File: src/rtl/registro_jogadores_if.sv
// Strobe/flag bundle between the game control FSM (master) and the
// player-state datapath (slave).
interface registro_jogadores_if;
    logic       rst_global;
    logic       e_seed_reg;
    logic [7:0] seed;
    logic       zera_CJ;
    logic       inc_jogador;
    logic       processar_acao;
    logic       votacao;
    logic [2:0] alvo;
    logic       confirma;
    logic       avaliar_eliminacao;
    logic       morra;

    logic [2:0] jogador_atual;
    logic       CJ_fim;
    logic       jogador_vivo;
    logic [1:0] classe_atual;
    logic       jogou;
    logic       votou;
    logic       acertou;
    logic       houve_morte;
    logic [2:0] morto_noite;
    logic [4:0] vivos;
    logic       sinal_lobo_ganhou;

    modport master (
        output rst_global, e_seed_reg, seed, zera_CJ, inc_jogador,
               processar_acao, votacao, alvo, confirma,
               avaliar_eliminacao, morra,
        input  jogador_atual, CJ_fim, jogador_vivo, classe_atual, jogou,
               votou, acertou, houve_morte, morto_noite, vivos,
               sinal_lobo_ganhou
    );

    modport slave (
        input  rst_global, e_seed_reg, seed, zera_CJ, inc_jogador,
               processar_acao, votacao, alvo, confirma,
               avaliar_eliminacao, morra,
        output jogador_atual, CJ_fim, jogador_vivo, classe_atual, jogou,
               votou, acertou, houve_morte, morto_noite, vivos,
               sinal_lobo_ganhou
    );
endinterface

File: src/rtl/registro_jogadores.sv
// Player-state datapath for a 5-player game (one wolf, one doctor, three
// citizens): roles, alive mask, player counter, night targets and day vote.
module registro_jogadores (
    input  logic                 clock,
    input  logic                 reset,
    registro_jogadores_if.slave  bus
);
    localparam logic [2:0] ULTIMO_JOG = 3'd4;
    // Doctor "no target" marker; never equals a wolf target, so no false save.
    localparam logic [2:0] SEM_ALVO   = 3'd7;

    logic [2:0] jogador_atual;
    logic [4:0] vivos;
    logic [2:0] lobo_idx;
    logic [2:0] medico_idx;
    logic [2:0] voto;
    logic [2:0] morto_noite;
    logic [2:0] alvo_lobo;
    logic [2:0] alvo_medico;
    logic       lobo_escolheu;
    logic       jogou;
    logic       votou;
    logic       houve_morte;

    logic [7:0] vivos_ext;
    logic       alvo_valido;
    logic       eh_lobo;
    logic       eh_medico;
    logic       acao_noite;
    logic       aceita_lobo;
    logic       aceita_medico;
    logic       aceita_noite;
    logic       aceita_voto;
    logic       mata_noite;
    logic [4:0] mascara_morte;
    logic [2:0] lobo_seed;
    logic [3:0] soma_medico;
    logic [2:0] medico_seed;

    assign vivos_ext   = {3'b000, vivos};
    assign alvo_valido = (bus.alvo < 3'd5) && vivos_ext[bus.alvo];
    assign eh_lobo     = (jogador_atual == lobo_idx);
    assign eh_medico   = (jogador_atual == medico_idx);

    // Citizens accept any valid target too, so the table never reveals roles.
    assign acao_noite    = bus.processar_acao && bus.confirma && !jogou && alvo_valido;
    assign aceita_lobo   = acao_noite && eh_lobo && (bus.alvo != lobo_idx);
    assign aceita_medico = acao_noite && !eh_lobo && eh_medico;
    assign aceita_noite  = aceita_lobo || (acao_noite && !eh_lobo);
    assign aceita_voto   = bus.votacao && bus.confirma && !votou && alvo_valido;

    assign mata_noite    = bus.avaliar_eliminacao && lobo_escolheu &&
                           (alvo_lobo != alvo_medico);
    assign mascara_morte = (mata_noite ? (5'b00001 << alvo_lobo) : 5'b00000) |
                           ((bus.morra && votou) ? (5'b00001 << voto) : 5'b00000);

    // Role derivation from the seed; the doctor offset of 1..4 keeps it off the wolf.
    always_comb begin
        lobo_seed   = (bus.seed[2:0] >= 3'd5) ? (bus.seed[2:0] - 3'd5) : bus.seed[2:0];
        soma_medico = {1'b0, lobo_seed} + 4'd1 + {2'b00, bus.seed[5:4]};
        medico_seed = soma_medico[2:0];
        if (soma_medico >= 4'd5) begin
            medico_seed = soma_medico[2:0] - 3'd5;
        end
    end

    always_ff @(posedge clock) begin
        if (!reset || bus.rst_global) begin
            jogador_atual <= 3'd0;
            vivos         <= 5'b11111;
            lobo_idx      <= 3'd0;
            medico_idx    <= 3'd1;
            voto          <= 3'd0;
            morto_noite   <= 3'd0;
            alvo_lobo     <= 3'd0;
            alvo_medico   <= SEM_ALVO;
            lobo_escolheu <= 1'b0;
            jogou         <= 1'b0;
            votou         <= 1'b0;
            houve_morte   <= 1'b0;
        end else begin
            vivos <= vivos & ~mascara_morte;
            if (bus.avaliar_eliminacao) begin
                houve_morte   <= mata_noite;
                lobo_escolheu <= 1'b0;
                if (mata_noite) begin
                    morto_noite <= alvo_lobo;
                end
            end
            if (aceita_lobo) begin
                alvo_lobo     <= bus.alvo;
                lobo_escolheu <= 1'b1;
            end
            if (aceita_medico) begin
                alvo_medico <= bus.alvo;
            end
            if (aceita_noite) begin
                jogou <= 1'b1;
            end
            if (aceita_voto) begin
                voto  <= bus.alvo;
                votou <= 1'b1;
            end
            // Later assignments here take priority over the captures above.
            if (bus.e_seed_reg) begin
                lobo_idx   <= lobo_seed;
                medico_idx <= medico_seed;
                vivos      <= 5'b11111;
            end else if (bus.zera_CJ) begin
                jogador_atual <= 3'd0;
                jogou         <= 1'b0;
                votou         <= 1'b0;
                voto          <= 3'd0;
                alvo_lobo     <= 3'd0;
                alvo_medico   <= SEM_ALVO;
                lobo_escolheu <= 1'b0;
            end else if (bus.inc_jogador) begin
                jogador_atual <= (jogador_atual == ULTIMO_JOG) ? 3'd0 : jogador_atual + 3'd1;
                jogou         <= 1'b0;
            end
        end
    end

    assign bus.jogador_atual     = jogador_atual;
    assign bus.CJ_fim            = (jogador_atual == ULTIMO_JOG);
    assign bus.jogador_vivo      = vivos_ext[jogador_atual];
    assign bus.classe_atual      = eh_lobo ? 2'd1 : (eh_medico ? 2'd2 : 2'd0);
    assign bus.jogou             = jogou;
    assign bus.votou             = votou;
    assign bus.acertou           = votou && (voto == lobo_idx);
    assign bus.houve_morte       = houve_morte;
    assign bus.morto_noite       = morto_noite;
    assign bus.vivos             = vivos;
    assign bus.sinal_lobo_ganhou = vivos_ext[lobo_idx] && ($countones(vivos) <= 2);
endmodule

File: src/flat_wrapper.sv
// flat-port wrapper written by rule: the top's interface ports become plain ports
module registro_jogadores_flat 
  (clock, reset, bus_rst_global, bus_e_seed_reg, bus_seed, bus_zera_CJ, bus_inc_jogador, bus_processar_acao, bus_votacao, bus_alvo, bus_confirma, bus_avaliar_eliminacao, bus_morra, bus_jogador_atual, bus_CJ_fim, bus_jogador_vivo, bus_classe_atual, bus_jogou, bus_votou, bus_acertou, bus_houve_morte, bus_morto_noite, bus_vivos, bus_sinal_lobo_ganhou);
  registro_jogadores_if bus_i ();
  input  logic clock;
  input  logic reset;
  input wire logic [$bits(bus_i.rst_global)-1:0] bus_rst_global;
  input wire logic [$bits(bus_i.e_seed_reg)-1:0] bus_e_seed_reg;
  input wire logic [$bits(bus_i.seed)-1:0] bus_seed;
  input wire logic [$bits(bus_i.zera_CJ)-1:0] bus_zera_CJ;
  input wire logic [$bits(bus_i.inc_jogador)-1:0] bus_inc_jogador;
  input wire logic [$bits(bus_i.processar_acao)-1:0] bus_processar_acao;
  input wire logic [$bits(bus_i.votacao)-1:0] bus_votacao;
  input wire logic [$bits(bus_i.alvo)-1:0] bus_alvo;
  input wire logic [$bits(bus_i.confirma)-1:0] bus_confirma;
  input wire logic [$bits(bus_i.avaliar_eliminacao)-1:0] bus_avaliar_eliminacao;
  input wire logic [$bits(bus_i.morra)-1:0] bus_morra;
  output wire logic [$bits(bus_i.jogador_atual)-1:0] bus_jogador_atual;
  output wire logic [$bits(bus_i.CJ_fim)-1:0] bus_CJ_fim;
  output wire logic [$bits(bus_i.jogador_vivo)-1:0] bus_jogador_vivo;
  output wire logic [$bits(bus_i.classe_atual)-1:0] bus_classe_atual;
  output wire logic [$bits(bus_i.jogou)-1:0] bus_jogou;
  output wire logic [$bits(bus_i.votou)-1:0] bus_votou;
  output wire logic [$bits(bus_i.acertou)-1:0] bus_acertou;
  output wire logic [$bits(bus_i.houve_morte)-1:0] bus_houve_morte;
  output wire logic [$bits(bus_i.morto_noite)-1:0] bus_morto_noite;
  output wire logic [$bits(bus_i.vivos)-1:0] bus_vivos;
  output wire logic [$bits(bus_i.sinal_lobo_ganhou)-1:0] bus_sinal_lobo_ganhou;
  assign bus_i.rst_global = bus_rst_global;
  assign bus_i.e_seed_reg = bus_e_seed_reg;
  assign bus_i.seed = bus_seed;
  assign bus_i.zera_CJ = bus_zera_CJ;
  assign bus_i.inc_jogador = bus_inc_jogador;
  assign bus_i.processar_acao = bus_processar_acao;
  assign bus_i.votacao = bus_votacao;
  assign bus_i.alvo = bus_alvo;
  assign bus_i.confirma = bus_confirma;
  assign bus_i.avaliar_eliminacao = bus_avaliar_eliminacao;
  assign bus_i.morra = bus_morra;
  assign bus_jogador_atual = bus_i.jogador_atual;
  assign bus_CJ_fim = bus_i.CJ_fim;
  assign bus_jogador_vivo = bus_i.jogador_vivo;
  assign bus_classe_atual = bus_i.classe_atual;
  assign bus_jogou = bus_i.jogou;
  assign bus_votou = bus_i.votou;
  assign bus_acertou = bus_i.acertou;
  assign bus_houve_morte = bus_i.houve_morte;
  assign bus_morto_noite = bus_i.morto_noite;
  assign bus_vivos = bus_i.vivos;
  assign bus_sinal_lobo_ganhou = bus_i.sinal_lobo_ganhou;
  registro_jogadores u_core (.clock(clock), .reset(reset), .bus(bus_i));
endmodule
File: config.mk
export PLATFORM = sky130hd
export DESIGN_NAME = registro_jogadores_flat
export DESIGN_NICKNAME = d
export VERILOG_FILES = /design/src/rtl/registro_jogadores_if.sv /design/src/rtl/registro_jogadores.sv /design/src/flat_wrapper.sv
export SDC_FILE = /design/constraint.sdc
export NUM_CORES = 1
export LEC_CHECK = 0
export CAP_MARGIN = 40
export CORE_UTILIZATION = 48
export CTS_BUF_LIST = sky130_fd_sc_hd__clkbuf_8
export DETAILED_ROUTE_END_ITERATION = 6
export PLACE_DENSITY = 0.78
export SYNTH_ARGS = -nofsm -noshare
export SYNTH_HDL_FRONTEND = slang
export SYNTH_SLANG_ARGS = --single-unit
File: constraint.sdc
create_clock -name clock -period 2.6 [get_ports clock]
set_input_delay 0.39 -clock clock [delete_from_list [all_inputs] [get_ports clock]]
set_output_delay 0.39 -clock clock [all_outputs]
set_load 0.01 [all_outputs]
**Yosys cells after proc, flatten, opt, wreduce, memory -nomap -nowiden**

Cells that the tools add are included.

- Flip-flop bits (word level): 30
- Output and inout port bits: 20
- Logic and storage cells: 101

- $add $sub $neg: 9
- $lt $le $gt $ge: 7
- Equality and inequality tests: 6
- Shifts and indexed selects: 2
- Mux-type cells: 35
- Bitwise gates (word level): 4
- Reduce and logical (&&, ||, !) cells: 26

Operators with widths:

| operator | number |
|---|---|
| 3-bit 2-to-1 mux | 14 |
| 32-bit by 1-bit adder with 32-bit output | 1 |
| 32-bit adder | 1 |
| 32-bit by 3-bit <= comparator with 1-bit output, second input constant | 1 |
| 1-bit logical AND | 16 |
| 1-bit 2-to-1 mux | 14 |
| 3-bit by 4-bit less-than comparator with 1-bit output, second input constant | 3 |
| 5-bit 2-to-1 mux | 2 |
| 1-bit by 3-bit left shift with 5-bit output, first input constant | 2 |
| 1-bit binary-select mux with 3-bit select | 3 |
| 3-bit equality test | 3 |
| 3-bit inequality test | 2 |
| 3-bit subtractor, second input constant | 2 |
| 5-bit bitwise AND | 1 |
| 5-bit inverter | 1 |
| 5-bit OR | 1 |
| 1-bit by 1-bit adder with 2-bit output | 2 |
| 3-bit by 1-bit adder with 4-bit output, second input constant | 1 |
| 4-bit by 2-bit adder with 4-bit output | 1 |
| 4-bit by 3-bit greater-or-equal comparator with 1-bit output, second input constant | 1 |
| 1-bit zero test | 4 |
| 2-bit 2-to-1 mux | 2 |
| 2-bit AND reduction | 2 |
| 3-bit by 1-bit adder with 3-bit output, second input constant | 1 |
| other kinds (7) | 8 |

**Logic depth before layout (Yosys ltp)**

Gate-level depths: netlist (run 1).

- Depth after elaboration: 11
- Gate-level depth with buffers: 12
- Depth with buffers taken out: 12

**Least setup slack after synthesis (run 1)**

No wires, ideal clock.

- Kind: register -> output
- Start point: register u_core.vivos[2], in the netlist u_core.bus.vivos[2]
- End point: output port bus_sinal_lobo_ganhou
- Arrival time: 2.224 ns
- Slack: -0.014 ns
- Cell stages (with the launch flop): 8
- Cells stage by stage: dfxtp_1 ha_1 inv_1 fa_1 inv_1 fa_1 nor2b_1 a2111oi_0

- Longest elaborated chain between the ends: 5
- Elaborated cells on any way between the ends: 7

RTL lines:

| item | RTL line | RTL |
|---|---|---|
| start: declaration | registro_jogadores.sv:13 | `logic [4:0] vivos;` |
| start signal: assignment | registro_jogadores.sv:82 | `vivos <= vivos & ~mascara_morte;` |
| 1-bit by 1-bit adder with 2-bit output (implied by the code) | registro_jogadores.sv:134 | `assign bus.sinal_lobo_ganhou = vivos_ext[lobo_idx] && ($countones(vivos) <= 2);` |
| 32-bit adder (implied by the code) | registro_jogadores.sv:134 |  |
| 32-bit by 1-bit adder with 32-bit output (implied by the code) | registro_jogadores.sv:134 |  |
| 32-bit by 3-bit <= comparator with 1-bit output | registro_jogadores.sv:134 |  |
| 1-bit logical AND (*) | registro_jogadores.sv:134 |  |
| end: declaration | flat_wrapper.sv:28 | `output wire logic [$bits(bus_i.sinal_lobo_ganhou)-1:0] bus_sinal_lobo_ganhou;` |

Mark *: on every way between the ends. The rest lies on a longest branch, timed or not. The select of a mux whose other input is x is not followed.

**Worst setup path after layout (run 1)**

- Start point: register u_core.vivos[3], in the netlist u_core.bus.vivos[3]
- End point: output port bus_sinal_lobo_ganhou

Same word-level chain as after synthesis.

==> flow_metrics.env, run 1 <==
export IMPL_netlist_cell_type_count=57
export IMPL_overflow=0
export IMPL_fin_ws_ns=-0.09277
export IMPL_area_delta_synth_final_pct=35.13
export IMPL_core_um2=4086
export IMPL_violations="setup timing"
export IMPL_wl_per_cell_um=15.80
export IMPL_syn_area_um2=2095
export IMPL_n_antenna_cell=0
export IMPL_grt_setup_unrepaired="true"
export IMPL_p_sw_frac=0.2809
export IMPL_first_pass_iters=5
export IMPL_nFillCells=321
export IMPL_initial_core_util=0.5126
export IMPL_worstPathRequired_ns=2.21
export IMPL_wl_met2_um=2700
export IMPL_crit_path_start_kind="flip-flop"
export IMPL_worst_hold_slack_ns=0.4696
export IMPL_synth_largest_area_cell="dfxtp_1"
export IMPL_viasPerCell=5.873
export IMPL_top_layer_used="met4"
export IMPL_place_ws_ns=-0.5762
export IMPL_first_iter_violations=87
export IMPL_pwr_share_clk=0.317
export IMPL_synth_edf_count=0
export IMPL_seqPwrFrac=0.445
export IMPL_finalWeightedCongestion=0.9174
export IMPL_synthesis_nets=275
export IMPL_route_met3_wl_um=316
export IMPL_ant_nets=0
export IMPL_synthCells=240
export IMPL_yosys_area_top_type_share=0.2867
export IMPL_nets=331
export IMPL_synth_async_reset_ratio=0
export IMPL_path_clk_slew_ns=0.06
export IMPL_rows=23
export IMPL_status="finished, violations left"
export IMPL_syn_area_per_cell_um2=8.727
export IMPL_worstSetupPathType="flip-flop to output port"
export IMPL_ys_seq_area_frac=0.2867
export IMPL_total_power_w=0.001070
export IMPL_root_buffer="clkbuf_8"
export IMPL_fin_crit_sh=1.036
export IMPL_crit_arrival_ns=2.30
export IMPL_worstSkewPairLatency_ns=0.28
export IMPL_ys_warn_count=0
export IMPL_regArea_um2=605.6
export IMPL_finClkSkew_ns=0.006111
export IMPL_vias=2032
export IMPL_wl_met1_um=2340
export IMPL_drive_above_1_share=0.2264
export IMPL_cts_buffer_depth=2
export IMPL_ys_flop_type="dfxtp_1"
export IMPL_finalCriticalPeriod_ns=2.693
export IMPL_p_comb_frac=0.238
export IMPL_finalWirelength_um=5467
export IMPL_cap_violations=0
export IMPL_hold_viol=0
export IMPL_antenna_found_initial=0
export IMPL_io_buffers=38
export IMPL_die_w_um=68.06
export IMPL_crit_path_end_kind="output port"
export IMPL_powerDensity_nw_per_um2=378.2
export IMPL_internal_power_w=0.0007696
export IMPL_tightestPinTransition_ns=0.8028
export IMPL_die_h_um=68.06
export IMPL_grt_max_degree=19
export IMPL_track_usage=0.2376
export IMPL_numCtsBuffers=5
export IMPL_p_sw_w=0.0003007
export IMPL_hold_class="flip-flop to flip-flop"
export IMPL_cts_tree="built"
export IMPL_synth_area_leaders="dfxtp_1, ha_1, inv_1"
export IMPL_dieArea_um2=4631
export IMPL_grt_pass1_vias=1830
export IMPL_max_freq_mhz=371.4
export IMPL_multi_input_area_um2=1450
export IMPL_slew_violations=0
export IMPL_irDropWorstVdd_mv=0.3099
export IMPL_drc=0
export IMPL_ys_ff_latch=30
export IMPL_cts_sinks=30
export IMPL_h_tree_depth=2
export IMPL_ios=42
export IMPL_maxSlewHeadroom=0.4647
export IMPL_p_leak_nw=1.124
export IMPL_cp_max_fo=2
export IMPL_dp_hpwl_um=4028
export IMPL_setup_viol_count_final=1
export IMPL_grt_pass1_wl_um=8093
[power groups by stage]
stage	logic [W]	registers [W]	clock network (W)
after floorplan	0.000134	0.000482	0
after global placement	0.000210	0.000486	0
after detailed placement	0.000214	0.000486	0
after CTS	0.000221	0.000476	0.000347
after global routing	0.000277	0.000477	0.000364
final	0.000255	0.000476	0.000339
[cell usage in the layout, fill, tap and decap left out, drive strengths merged, types with 6 or more instances in the layout]
master         Yosys  routed
dfxtp             30      30
nand3             10      10
ha                10      10
a21oi             11      11
nor3               6       6
o21ai             10      10
xor2               8       8
nand2             10      10
clkdlybuf4s50      0      34
inv               24      26
clkbuf             5       6
buf                7      24
xnor2              7       7
nor2              23      23
mux2i              8       8
[layout make-up]
| type | instances | area share |
|---|---|---|
| clock buffers | 5 | 0.02431 |
| multi-input cells | 174 | 0.5124 |
| well taps | 50 | 0.02210 |
| repair buffers | 61 | 0.1928 |
| clock inverters | 2 | 0.002653 |
| inverters | 24 | 0.03183 |
| flip-flops and latches | 30 | 0.2140 |
[logic make-up (layout without fill, tap and decap cells)]
family / after synthesis / count (layout) / synth area share
flops: 30 / 30 / 0.2867
mux: 11 / 11 / 0.07049
xor+xnor: 15 / 15 / 0.06273
buf+inv: 36 / 92 / 0.07288
fa+ha+maj: 13 / 13 / 0.08841
simple gates: 83 / 83 / 0.2360
compound gates: 52 / 52 / 0.1828
[critical path, stage by stage (launching register included)]
cell	delay [ns]
dfxtp_2	0.34
ha_4	0.26
inv_2	0.03
fa_2	0.34
inv_2	0.06
fa_1	0.40
nor2b_4	0.14
a2111oi_2	0.27
buf_2	0.19
[path summary, 6_finish.rpt]
| kind | start | endpoint | slack, ns | cells after the start |
|---|---|---|---|---|
| min reg2reg | u_core.lobo_escolheu$_SDFF_PP0_ | u_core.lobo_escolheu$_SDFF_PP0_ | 0.47 | 2 |
| max | u_core.bus.vivos[3]$_SDFF_PP1_ | bus_sinal_lobo_ganhou | -0.09 | 8 |
| min | u_core.lobo_escolheu$_SDFF_PP0_ | u_core.lobo_escolheu$_SDFF_PP0_ | 0.47 | 2 |
| max reg2reg | u_core.bus.jogador_atual[0]$_SDFFE_PP0P_ | u_core.alvo_lobo[1]$_SDFF_PP0_ | 0.70 | 4 |
[sequential cells by signal, summed over array words and instances (netlist names)]
signal                    cells
u_core.alvo_lobo              3
u_core.alvo_medico            3
u_core.bus.houve_morte        1
u_core.bus.jogador_atual      3
u_core.bus.jogou              1
u_core.bus.morto_noite        3
u_core.bus.vivos              5
u_core.bus.votou              1
u_core.lobo_escolheu          1
u_core.lobo_idx               3
u_core.medico_idx             3
u_core.voto                   3
[repair_timing]
item | in CTS | in global routing
gates resized for setup | 14 | 24
pin swaps | 7 | 10
hold buffers | 0 | 0
setup endpoints to repair | 4 | 3
endpoints found under the hold margin | 0 | 0
gates cloned | 0 | 0
buffers inserted | 2 | 2
[per-stage QoR]
stage	instances	setup TNS [ns]	area, um2	utilization
floorplan	240	0	2096	-
global placement	335	-1.448	2619	0.6408
detailed placement	335	-1.896	2619	0.6408
CTS	344	-0.1183	2720	0.6656
global route	346	-0.1420	2830	0.6926
finish	346	-0.09277	2830	0.6926
[synthesized netlist by cell type (all sizes together) (2+ instances only)]
cell	instances
nand3	10
nor4	3
nor4b	2
buf	7
nand4	3
nor3	6
nor2	23
fa	3
xnor2	7
a211oi	3
nand2b	3
nand2	10
and3	4
a31oi	2
o21ai	10
mux2i	8
o31ai	5
mux4	3
ha	10
a22oi	3
o41ai	2
clkbuf	5
a311o	4
o211ai	2
inv	24
dfxtp	30
and4	2
nor3b	2
nand3b	3
nor2b	5
xor2	8
and2	2
a21oi	11
[per-layer routing]
metal  GRT usage  vias up
met3     0.05500       12
met2      0.3787       67
li1            -      976
met1      0.3057      977
met4     0.09896        0
met5           0        -
No activity file was read; power rests on OpenSTA's default activity.
==> run 2, diff against run 1 <==
- CTS_CLUSTER_SIZE: not set -> 12
==> results of run 2 <==
Same layout as run 1: the final DEF is identical, and so are final timing and power.
==> run 3, diff against run 2 <==
- CTS_CLUSTER_SIZE: 12 -> 8
- SLEW_MARGIN: not set -> 15
- TNS_END_PERCENT: not set -> 5
==> run 3 against run 2 <==
- the flow still finishes with violations (setup timing)
- critical path depth unchanged
- clock power about the same
- register-to-register slack about the same
- design area decreased by 2.5%
- combinational power decreased by 12%
- first-iteration DRC count increased by 16%
- clock skew increased by 0.00066 ns
- sequential power about the same
- count of clock-buffer cells in the layout unchanged
- largest power group unchanged
- highest routed layer unchanged
==> flow_metrics.env, run 3 (synthesis results as in run 1) <==
export IMPL_cts_tree="built"
export IMPL_rows=23
export IMPL_overflow=0
export IMPL_nFillCells=339
export IMPL_finalSetupTns_ns=-0.09092
export IMPL_pwr_share_clk=0.326
export IMPL_path_clk_slew_ns=0.06
export IMPL_root_buffer="clkbuf_8"
export IMPL_finClkSkew_ns=0.006767
export IMPL_worstSkewPairLatency_ns=0.28
export IMPL_drc=0
export IMPL_wl_per_cell_um=15.29
export IMPL_cts_buffer_depth=2
export IMPL_core_um2=4086
export IMPL_finalWirelength_um=5260
export IMPL_layout_common_cells="clkdlybuf4s50_1, dfxtp_1, inv_1, nor2_1, buf_4"
export IMPL_track_usage=0.2376
export IMPL_seqPwrFrac=0.459
export IMPL_final_area_um2=2760
export IMPL_worstPathRequired_ns=2.21
export IMPL_irDropWorstVdd_mv=0.3046
export IMPL_worstSetupPathType="flip-flop to output port"
export IMPL_n_antenna_cell=0
export IMPL_cap_violations=0
export IMPL_die_h_um=68.06
export IMPL_wl_met2_um=2551
export IMPL_io_buffers=38
export IMPL_crit_arrival_ns=2.30
export IMPL_hold_class="flip-flop to flip-flop"
export IMPL_cp_max_fo=2
export IMPL_grt_setup_unrepaired="true"
export IMPL_vias=1983
export IMPL_status="finished, violations left"
export IMPL_cts_sinks=30
export IMPL_p_comb_frac=0.216
export IMPL_reg2regPathDepth=4
export IMPL_grt_pass1_vias=1830
export IMPL_nets=329
export IMPL_drive_above_1_share=0.2007
export IMPL_hold_viol=0
export IMPL_crit_path_end_kind="output port"
export IMPL_fin_crit_sh=1.035
export IMPL_grt_max_degree=19
export IMPL_timing_critical_path_from="u_core.bus.vivos[3]$_SDFF_PP1_"
export IMPL_antenna_found_initial=0
export IMPL_layout_commonest_cell="clkdlybuf4s50_1"
export IMPL_ant_nets=0
export IMPL_dp_hpwl_um=4028
export IMPL_rr_startpoint="u_core.bus.jogador_atual[0]$_SDFFE_PP0P_"
export IMPL_ios=42
export IMPL_setup_viol_count_final=1
export IMPL_powerDensity_nw_per_um2=375.7
export IMPL_first_pass_iters=5
export IMPL_die_w_um=68.06
export IMPL_area_delta_synth_final_pct=31.78
export IMPL_dpl_cell_count=335
export IMPL_finalCriticalPeriod_ns=2.691
export IMPL_numCtsBuffers=5
export IMPL_grt_pass1_wl_um=8093
export IMPL_p_sw_frac=0.2739
export IMPL_tightestPinTransition_ns=0.7933
export IMPL_fin_ws_ns=-0.09092
export IMPL_maxSlewHeadroom=0.4711
export IMPL_crit_path_start_kind="flip-flop"
export IMPL_initial_core_util=0.5126
export IMPL_stdcell_count=344
export IMPL_dieArea_um2=4631
export IMPL_multi_input_area_um2=1395
export IMPL_max_freq_mhz=371.6
export IMPL_top_layer_used="met4"
export IMPL_place_area_um2=2619
export IMPL_regArea_um2=605.6
export IMPL_endpoint="bus_sinal_lobo_ganhou"
export IMPL_post_route_util=0.6754
export IMPL_p_sw_w=0.0002840
export IMPL_wl_met1_um=2318
export IMPL_slew_violations=0
export IMPL_r2r_end="u_core.alvo_lobo[1]$_SDFF_PP0_"
export IMPL_first_iter_violations=101
export IMPL_violations="setup timing"
export IMPL_p_leak_nw=1.101
export IMPL_route_met3_wl_um=288
export IMPL_largest_reg_flops=5
export IMPL_top_register="u_core.bus.vivos"
export IMPL_reg2reg_setup_slack_ns=0.70
export IMPL_internal_power_w=0.0007531
export IMPL_viasPerCell=5.765
export IMPL_h_tree_depth=2
export IMPL_finalWeightedCongestion=0.9174
==> run 3: cell types whose count changed in the layout (fill, tap and decap cells not counted), moves of 2 or more <==
cell,before,now
ha_4,5,2
buf_4,23,21
dlygate4sd2_1,0,2
ha_2,1,4
==> run 3: layout make-up <==
cell class / count / area share
inverter: 24 / 0.03264
clock buffer: 5 / 0.02493
sequential: 30 / 0.2194
multi-input combinational: 174 / 0.5054
clock inverter: 2 / 0.002720
tap: 50 / 0.02267
timing repair buffer: 59 / 0.1922
==> run 3: timing repair <==
action	in CTS	in global routing
setup buffers	2	0
endpoints found under the setup margin	4	3
hold buffers	0	0
hold endpoints to repair	0	0
pin swaps	7	4
gates resized for setup	14	11
==> run 3: per-layer routing <==
metal	track usage	vias up
met5	0	-
met1	0.3057	950
met2	0.3787	54
li1	-	969
met3	0.05500	10
met4	0.09896	0
==> run 3: critical path: stages (launching register included) <==
cell and delay (ns):
dfxtp_2 0.34, ha_4 0.26, inv_2 0.03, fa_2 0.34, inv_2 0.06, fa_1 0.40, nor2b_4 0.14, a2111oi_2 0.27
buf_2 0.19
==> run 3: power by group through the flow <==
stage / logic, W / registers (W) / clock network (W)
after detailed placement: 0.000214 / 0.000486 / 0
after global routing: 0.000245 / 0.000477 / 0.000364
after CTS: 0.000221 / 0.000476 / 0.000347
after floorplan: 0.000134 / 0.000482 / 0
final: 0.000224 / 0.000476 / 0.000338
after global placement: 0.000210 / 0.000486 / 0
==> run 3: how the worst min path moves through the flow <==
stage / start / endpoint / cells after the start
floorplan: u_core.lobo_escolheu$_SDFF_PP0_ / u_core.lobo_escolheu$_SDFF_PP0_ / 2
global placement: u_core.lobo_escolheu$_SDFF_PP0_ / u_core.lobo_escolheu$_SDFF_PP0_ / 2
finish: u_core.lobo_escolheu$_SDFF_PP0_ / u_core.lobo_escolheu$_SDFF_PP0_ / 2
detailed placement: u_core.lobo_escolheu$_SDFF_PP0_ / u_core.lobo_escolheu$_SDFF_PP0_ / 2
CTS: u_core.lobo_escolheu$_SDFF_PP0_ / u_core.lobo_escolheu$_SDFF_PP0_ / 2
global route: u_core.lobo_escolheu$_SDFF_PP0_ / u_core.lobo_escolheu$_SDFF_PP0_ / 2
==> run 3: metrics by stage <==
stage | setup slack, ns | hold WS (ns) | total power [W]
after floorplan | 0.09732 | 0.4409 | 0.0006158
after global placement | -0.4466 | 0.4522 | 0.0006955
after detailed placement | -0.5762 | 0.4569 | 0.0007000
after CTS | -0.1183 | 0.4661 | 0.001045
after global routing | -0.1429 | 0.4915 | 0.001086
final | -0.09092 | 0.4703 | 0.001037
